**config.mk**
```make
export PLATFORM = sky130hd
export DESIGN_NAME = ltpi_tx_frm_scheduler
export DESIGN_NICKNAME = d
export VERILOG_FILES = /design/src/rtl/ltpi_pkg.sv /design/src/rtl/ltpi_tx_frm_scheduler.sv
export SDC_FILE = /design/constraint.sdc
export NUM_CORES = 1
export LEC_CHECK = 0
export BUFFER_PORTS_ARGS = -buffer_cell sky130_fd_sc_hd__buf_2
export CAP_MARGIN = 15
export CORE_AREA = 2 2 198 200
export CTS_BUF_LIST = sky130_fd_sc_hd__clkbuf_4 sky130_fd_sc_hd__clkbuf_8
export DETAILED_ROUTE_END_ITERATION = 8
export DIE_AREA = 0 0 200 202
export GPL_TIMING_DRIVEN = 0
export PLACE_DENSITY = 0.4
export SETUP_SLACK_MARGIN = 0.2
export SLEW_MARGIN = 20
export SYNTH_ARGS = -nofsm -noshare
export SYNTH_HDL_FRONTEND = slang
export SYNTH_SLANG_ARGS = --single-unit
```
**constraint.sdc**
```tcl
create_clock -name clk -period 2.2 [get_ports clk]
set_clock_uncertainty 0.15 [all_clocks]
set_input_delay 0.44 -clock clk [delete_from_list [all_inputs] [get_ports clk]]
set_output_delay 0.44 -clock clk [all_outputs]
set_load 0.005 [all_outputs]
```
**src/rtl/ltpi_pkg.sv**
```systemverilog
// ----------------------------------------------------------------------------
// ltpi_pkg
// Shared LTPI types and constants.
//   LTPI_base_Frm_t : 15-byte base frame, serialised by ltpi_phy_tx at byte
//                     offsets 0..14 (offset 15 is the inter-frame slot).
//   frm_src_t       : which source currently drives ltpi_frame_tx.
//   sched_state_t   : frame scheduler link state.
// ----------------------------------------------------------------------------
package ltpi_pkg;

    typedef struct packed {
        logic [7:0]        comma_symbol;
        logic [7:0]        frame_subtype;
        logic [7:0]        frame_counter;
        logic [11:0][7:0]  payload;
    } LTPI_base_Frm_t;

    typedef enum logic [1:0] {
        SRC_NONE = 2'd0,
        SRC_TRN  = 2'd1,
        SRC_DFLT = 2'd2,
        SRC_DATA = 2'd3
    } frm_src_t;

    typedef enum logic [1:0] {
        WAIT_SYNC   = 2'd0,
        TRAINING    = 2'd1,
        OPERATIONAL = 2'd2
    } sched_state_t;

    // Offset at which the PHY is between frames; entering it marks a boundary.
    localparam logic [3:0] FRM_LAST_OFFSET = 4'hF;

endpackage : ltpi_pkg

```
**src/rtl/ltpi_tx_frm_scheduler.sv**
```systemverilog
// ----------------------------------------------------------------------------
// ltpi_tx_frm_scheduler
// Chooses, once per LTPI frame, which source frame feeds ltpi_phy_tx:
// training, default operational I/O, or a data-channel frame. The choice is
// made on entry into offset 15 and registered, so ltpi_frame_tx is stable
// while the PHY serialises offsets 0..14 of the following frame.
//
// Ports:
//   clk, reset        : clock (shared with ltpi_phy_tx), sync active-high reset
//   tx_frm_offset     : current byte offset reported by ltpi_phy_tx
//   link_op           : 1 = operational, 0 = training (sampled at boundary)
//   trn_frm/dflt_frm  : training / default I/O frame contents
//   data_frm(_req)    : data-channel frame and level request
//   data_frm_ack      : one-cycle pulse, data_frm has been latched
//   ltpi_frame_tx     : frame handed to ltpi_phy_tx
//   frm_src           : source of ltpi_frame_tx
//   frm_tick          : one-cycle pulse per boundary taken
//   tx_frm_cnt        : boundaries taken since reset (wraps)
// ----------------------------------------------------------------------------
module ltpi_tx_frm_scheduler
    import ltpi_pkg::*;
#(
    parameter int unsigned MAX_CONSEC_DATA = 4,   // legal 1..15
    parameter int unsigned CNT_W           = 16
) (
    input  logic                 clk,
    input  logic                 reset,
    input  logic [3:0]           tx_frm_offset,
    input  logic                 link_op,
    input  LTPI_base_Frm_t       trn_frm,
    input  LTPI_base_Frm_t       dflt_frm,
    input  LTPI_base_Frm_t       data_frm,
    input  logic                 data_frm_req,
    output logic                 data_frm_ack,
    output LTPI_base_Frm_t       ltpi_frame_tx,
    output frm_src_t             frm_src,
    output logic                 frm_tick,
    output logic [CNT_W-1:0]     tx_frm_cnt
);

    localparam logic [3:0] MAX_CONSEC = 4'(MAX_CONSEC_DATA);

    sched_state_t       state_q,   state_d;
    logic [3:0]         offs_q;
    logic [3:0]         consec_q,  consec_d;
    LTPI_base_Frm_t     frame_q,   frame_d;
    frm_src_t           src_q,     src_d;
    logic               ack_q,     ack_d;
    logic               tick_q,    tick_d;
    logic [CNT_W-1:0]   cnt_q,     cnt_d;

    logic               bnd;
    logic               take_trn;
    logic               take_op;

    // offs_q resets to F so a reset released during offset 15 waits for the
    // next real entry into 15 instead of firing a spurious boundary.
    assign bnd = (tx_frm_offset == FRM_LAST_OFFSET) && (offs_q != FRM_LAST_OFFSET);

    // NOTE: every variable gets a default at the top of always_comb so no
    // path leaves it unassigned; otherwise synthesis infers a latch.
    always_comb begin
        state_d  = state_q;
        consec_d = consec_q;
        frame_d  = frame_q;
        src_d    = src_q;
        ack_d    = 1'b0;
        tick_d   = 1'b0;
        cnt_d    = cnt_q;
        take_trn = 1'b0;
        take_op  = 1'b0;

        // State moves and the frame decision happen only at a boundary;
        // link_op is ignored everywhere else.
        if (bnd) begin
            tick_d = 1'b1;
            cnt_d  = cnt_q + CNT_W'(1);
            unique case (state_q)
                WAIT_SYNC, TRAINING: begin
                    if (link_op) begin
                        state_d = OPERATIONAL;
                        take_op = 1'b1;
                    end else begin
                        state_d  = TRAINING;
                        take_trn = 1'b1;
                    end
                end
                OPERATIONAL: begin
                    if (!link_op) begin
                        state_d  = TRAINING;
                        take_trn = 1'b1;
                    end else begin
                        take_op = 1'b1;
                    end
                end
                default: state_d = WAIT_SYNC;
            endcase
        end

        if (take_trn) begin
            frame_d  = trn_frm;
            src_d    = SRC_TRN;
            consec_d = 4'd0;
        end

        // Starvation guard: after MAX_CONSEC back-to-back data frames one
        // default frame is forced, which also clears the run length.
        if (take_op) begin
            if (data_frm_req && (consec_q < MAX_CONSEC)) begin
                frame_d  = data_frm;
                src_d    = SRC_DATA;
                ack_d    = 1'b1;
                consec_d = consec_q + 4'd1;
            end else begin
                frame_d  = dflt_frm;
                src_d    = SRC_DFLT;
                consec_d = 4'd0;
            end
        end
    end

    // NOTE: state registers use non-blocking assignments so every flop
    // samples its pre-edge inputs regardless of statement order.
    always_ff @(posedge clk) begin
        if (reset) begin
            state_q  <= WAIT_SYNC;
            offs_q   <= FRM_LAST_OFFSET;
            consec_q <= 4'd0;
            frame_q  <= '0;
            src_q    <= SRC_NONE;
            ack_q    <= 1'b0;
            tick_q   <= 1'b0;
            cnt_q    <= '0;
        end else begin
            state_q  <= state_d;
            offs_q   <= tx_frm_offset;
            consec_q <= consec_d;
            frame_q  <= frame_d;
            src_q    <= src_d;
            ack_q    <= ack_d;
            tick_q   <= tick_d;
            cnt_q    <= cnt_d;
        end
    end

    assign ltpi_frame_tx = frame_q;
    assign frm_src       = src_q;
    assign data_frm_ack  = ack_q;
    assign frm_tick      = tick_q;
    assign tx_frm_cnt    = cnt_q;

endmodule : ltpi_tx_frm_scheduler

```
* After elaboration in Yosys (flattened, before gate mapping) *
Index checks and enable logic that the tools add are counted.

storage, ports and cells
  word-level logic and storage cells = 59
  output and inout port bits = 140
  flip-flop bits (word level) = 150
  input bits = 368

cells by class
  $lt $le $gt $ge = 1
  bitwise gates (word level) = 1
  $add $sub $neg = 2
  multiplexer cells = 20
  reductions and logical operators = 8
  eq/ne operators = 5

operators by type and width
  cell                                                 number
  2-to-1 mux 120 bit                                   3
  adder 16 x 1 -> 16 bit, second input constant        1
  2-to-1 mux 4 bit                                     3
  2-to-1 mux 1 bit                                     9
  2-to-1 mux 2 bit                                     4
  adder 4 x 1 -> 4 bit, second input constant          1
  equality test 4 bit, second input constant           1
  < comparator 4 x 3 -> 1 bit, second input constant   1
  inequality test 4 bit, second input constant         1
  case mux 2 bit (2 select lines)                      1
  OR reduction 2 bit                                   2
  OR reduction 3 bit                                   1
  equality test 2 x 1 -> 1 bit, second input constant  1
  equality test 2 bit, second input constant           1
  logical AND 1 bit                                    2
  logical NOT 2 bit                                    1
  inequality test 2 bit, second input constant         1
  AND reduction 2 bit                                  1
  nonzero test 2 bit                                   1
  NOT 1 bit                                            1

* Logic depth before layout (Yosys ltp) *
  word-level depth = 6
  depth in mapped cells = 7
  depth with buffers taken out = 5

* Least setup slack after synthesis *
No wires, ideal clock.

  kind = input -> register
  start = in data_frm_req
  end = reg frame_q (netlist bit ltpi_frame_tx[100])
  path buffers = 3
  cell stages on the path = 7
  arrival time = 1.632 ns
  required time = 1.933 ns
  setup slack = 0.301 ns
  cells stage by stage = or3b_2 -> clkbuf_1 -> clkbuf_1 -> buf_2 -> nand2_1 -> a31oi_1 -> a22o_1

on the way
  word-level cells in the longest chain between the ends = 3

ends and longest elaborated chain
  element                 RTL line                      text
  start: declaration      ltpi_tx_frm_scheduler.sv:33   input logic data_frm_req,
  logical AND 1 bit       ltpi_tx_frm_scheduler.sv:109  if (data_frm_req && (consec_q < MAX_CONSEC)) begin
  2-to-1 mux 120 bit      ltpi_tx_frm_scheduler.sv:109
  2-to-1 mux 120 bit      ltpi_tx_frm_scheduler.sv:108  if (take_op) begin
  end signal: assignment  ltpi_tx_frm_scheduler.sv:138  frame_q <= frame_d;
  end: declaration        ltpi_tx_frm_scheduler.sv:46   LTPI_base_Frm_t frame_q, frame_d;

No other way between the ends.
A chain may end at the register's enable or synchronous reset.

* Worst setup path after layout *
  start = reg consec_q[2]
  end = reg frame_q (netlist bit ltpi_frame_tx[85])

on the way
  word-level cells in the longest chain between the ends = 4

ends and longest elaborated chain
  element                      RTL line                      text
  start: declaration           ltpi_tx_frm_scheduler.sv:45   logic [3:0] consec_q, consec_d;
  start signal: assignment     ltpi_tx_frm_scheduler.sv:137  consec_q <= consec_d;
  < comparator 4 x 3 -> 1 bit  ltpi_tx_frm_scheduler.sv:109
  logical AND 1 bit            ltpi_tx_frm_scheduler.sv:109
  2-to-1 mux 120 bit           ltpi_tx_frm_scheduler.sv:109
  2-to-1 mux 120 bit           ltpi_tx_frm_scheduler.sv:108

No other way between the ends.

==> results.sh <==
export IMPL_outcome="finished clean"
export IMPL_start_kind="flop"
export IMPL_critical_path_class="flop to flop"
export IMPL_crit_buf_inv=2
export IMPL_cts_clk_slew_worst_paths_ns=0.09
export IMPL_synth_seq_cells=150
export IMPL_min_from="tx_frm_offset[2]"
export IMPL_cp_top_family="buffers and inverters"
export IMPL_die_w_um=200
export IMPL_power_density_mw_per_mm2=604
export IMPL_insertion_delay_ns=0.45
export IMPL_synth_yosys_seq_area_share=0.421
export IMPL_cp_slowest_cell="dfxtp_1"
export IMPL_grt_overflow_total=0
export IMPL_tightest_slew_ns=0.797
export IMPL_yosysWarnings=0
export IMPL_cts_path_max_buffers=2
export IMPL_slew_headroom=0.469
export IMPL_netlist_area_mm2=0.00713
export IMPL_muxShareOfSynthArea=0.00158
export IMPL_leakage_nw=5.49
export IMPL_numPortBuffers=506
export IMPL_hold_buffers=0
export IMPL_vias_per_cell=4.47
export IMPL_slew_violations=0
export IMPL_synth_top_cell_area_share=0.421
export IMPL_final_core_util=0.291
export IMPL_critPathMaxStageDelay_ns=0.36
export IMPL_syn2layout_area_growth_pct=56.1
export IMPL_ant_nets=0
export IMPL_hold_path_class="primary input to flop"
export IMPL_synth_async_reset_ratio=0
export IMPL_synth_flop_cell="dfxtp_1"
export IMPL_grt_pass1_vias=9203
export IMPL_synthCells=939
export IMPL_ir_drop_mv=0.307
export IMPL_dieHeight_um=202
export IMPL_vias=8949
export IMPL_crit_chain="nor3b_4 > clkbuf_8 > clkbuf_4 > nand2_1 > a31oi_1 > a22o_1"
export IMPL_synth_avg_cell_area_um2=7.60
export IMPL_die_area_mm2=0.0404
export IMPL_antenna_found_initial=8
export IMPL_dpl_cell_area_mm2=0.0103
export IMPL_synth_compound_area_frac=0.272
export IMPL_finalHoldViolCount=0
export IMPL_cp_required_ns=2.44
export IMPL_rr_endpoint="ltpi_frame_tx[85]"
export IMPL_reg2reg_depth=6
export IMPL_core_region_area_mm2=0.0383
export IMPL_nets=1838
export IMPL_fin_crit_ns=1.96
export IMPL_arrival_ns=2.20
export IMPL_netlist_top_cells_area="dfxtp_1 (42%), a22o_1 (15%), nand2_1 (13%), a31oi_1 (11%), nor2_1 (6.9%)"
export IMPL_cts_htree_levels=4
export IMPL_post_place_cells=1963
export IMPL_synth_most_common_cell="nand2_1"
export IMPL_synth_common_cells="nand2_1 (251), dfxtp_1 (150), nor2_1 (132)"
export IMPL_fmax_ghz=0.510
export IMPL_setup_violations=0
export IMPL_routedWlPerCell_um=19.3
export IMPL_cts_buffers=17
export IMPL_io_pins=508
export IMPL_drc=0
export IMPL_r2r_start="consec_q[2]"
export IMPL_fin_area_mm2=0.0111
export IMPL_track_usage=0.185
export IMPL_setup_tns_ns=0
export IMPL_fin_cells=2004
export IMPL_synth_edff_count=0
export IMPL_start_util=0.186
export IMPL_synth_top_family_by_area="compound AO/OA/AOI/OAI gates"
export IMPL_synth_simple_area_share=0.241
export IMPL_yosys_area_top_type="dfxtp_1"
export IMPL_endpoint_kind="flop"
export IMPL_critPathMaxFanout=10
export IMPL_whs_endpoint="offs_q[2]"
export IMPL_grt_pass1_wl_um=55300
export IMPL_min_period_over_period=0.891
export IMPL_root_buffer="clkbuf_8"
export IMPL_hpwl_um=30500
export IMPL_drt_iter0_markers=343
export IMPL_finalWeightedCongestion=0.871
export IMPL_synth_cell_types=36
export IMPL_dr_pass1_iters=5
export IMPL_drive_above_1_share=0.424
export IMPL_synthXorXnorAreaFrac=0.00860
export IMPL_cts_tree="yes"
export IMPL_hold_slack_ns=0.0619
export IMPL_grt_max_degree=17
export IMPL_clock_sinks=150
export IMPL_yosys_area_share_adder=0.00351
export IMPL_hold_depth=2
export IMPL_drt_wl_total_um=38700
export IMPL_rows=72
export IMPL_drv_cap=0
export IMPL_reg2reg_setup_slack_ns=0.24
export IMPL_rsz0062_at_grt="true"
export IMPL_synth_nets=1309
==> cells in the final DEF (no fill, tap or decap), types with 5 or more instances in the layout <==
| cell | synthesis | layout |
|---|---|---|
| xnor2_1 | 6 | 6 |
| bufinv_16 | 0 | 7 |
| clkbuf_1 | 56 | 28 |
| buf_4 | 0 | 14 |
| buf_2 | 29 | 518 |
| a31oi_1 | 120 | 114 |
| o21ai_0 | 9 | 9 |
| nand2_1 | 251 | 250 |
| or3_1 | 6 | 6 |
| nand3_1 | 6 | 6 |
| diode_2 | 0 | 5 |
| clkbuf_8 | 0 | 19 |
| clkbuf_2 | 0 | 20 |
| dfxtp_1 | 150 | 144 |
| nand4_1 | 5 | 5 |
| a31oi_2 | 0 | 6 |
| a21oi_1 | 14 | 13 |
| buf_6 | 0 | 6 |
| nor2_1 | 132 | 131 |
| a22o_1 | 120 | 120 |
==> how the worst max path moves through the flow <==
stage | from | end | depth (start not counted)
floorplan | data_frm_req | ltpi_frame_tx[100] | 7
global placement | data_frm_req | ltpi_frame_tx[93] | 7
detailed placement | data_frm_req | ltpi_frame_tx[93] | 7
CTS | consec_q[3] | ltpi_frame_tx[93] | 7
global route | consec_q[2] | ltpi_frame_tx[44] | 6
finish | consec_q[2] | ltpi_frame_tx[85] | 6
==> cells by family (layout without fill, tap and decap cells) <==
group	count (synthesis)	after routing
flops	150	150
fa+ha+maj	2	2
xor+xnor	7	7
buf+inv	89	631
mux	1	1
other cells	0	5
compound gates	266	266
simple gates	424	424
==> layout make-up <==
class,instances,area [µm²]
Fill cell,4248,27200
Multi-Input combinational cell,700,3830
Sequential cell,150,3020
Timing Repair Buffer,510,2580
Tap cell,518,648
Buffer,87,532
Clock inverter,15,274
Clock buffer,17,234
Antenna cell,5,12.5
Inverter,2,7.51
==> routing by layer <==
metal,share of wire,global-route usage,up-vias,wire [µm]
met2,0.48,0.327,406,18800
met4,0.028,0.0669,2,1100
met3,0.076,0.0494,46,2960
li1,-,-,4393,-
met5,0.00044,0,-,17
met1,0.41,0.213,4102,15900
==> per-stage QoR <==
| stage | total power [mW] | worst slack, ns |
|---|---|---|
| floorplan | 3.33 | 0.301 |
| global placement | 3.97 | -0.932 |
| detailed placement | 3.97 | -0.934 |
| CTS | 6.83 | 0.179 |
| global route | 7.05 | 0.149 |
| finish | 6.72 | 0.240 |
==> repair_timing <==
| action | CTS | global route |
|---|---|---|
| setup endpoints to repair | 126 | 106 |
| pin swaps | 1 | 2 |
| gates resized for setup | 65 | 32 |
| buffers inserted | 2 | 1 |
| cloned | 1 | 0 |
==> power by group <==
group          internal (mW)  total (mW)  switching [mW]
logic                  0.520        1.15           0.632
registers               2.76        2.79          0.0274
clock network           1.59        2.78            1.18
total                   4.87        6.72            1.84
==> sequential cells by signal, summed over array words and instances, names as in the netlist <==
signal	count
tx_frm_cnt	16
offs_q	4
state_q	2
frm_tick	1
frm_src	2
ltpi_frame_tx	120
data_frm_ack	1
consec_q	4
No activity file was read; power rests on OpenSTA's default activity.
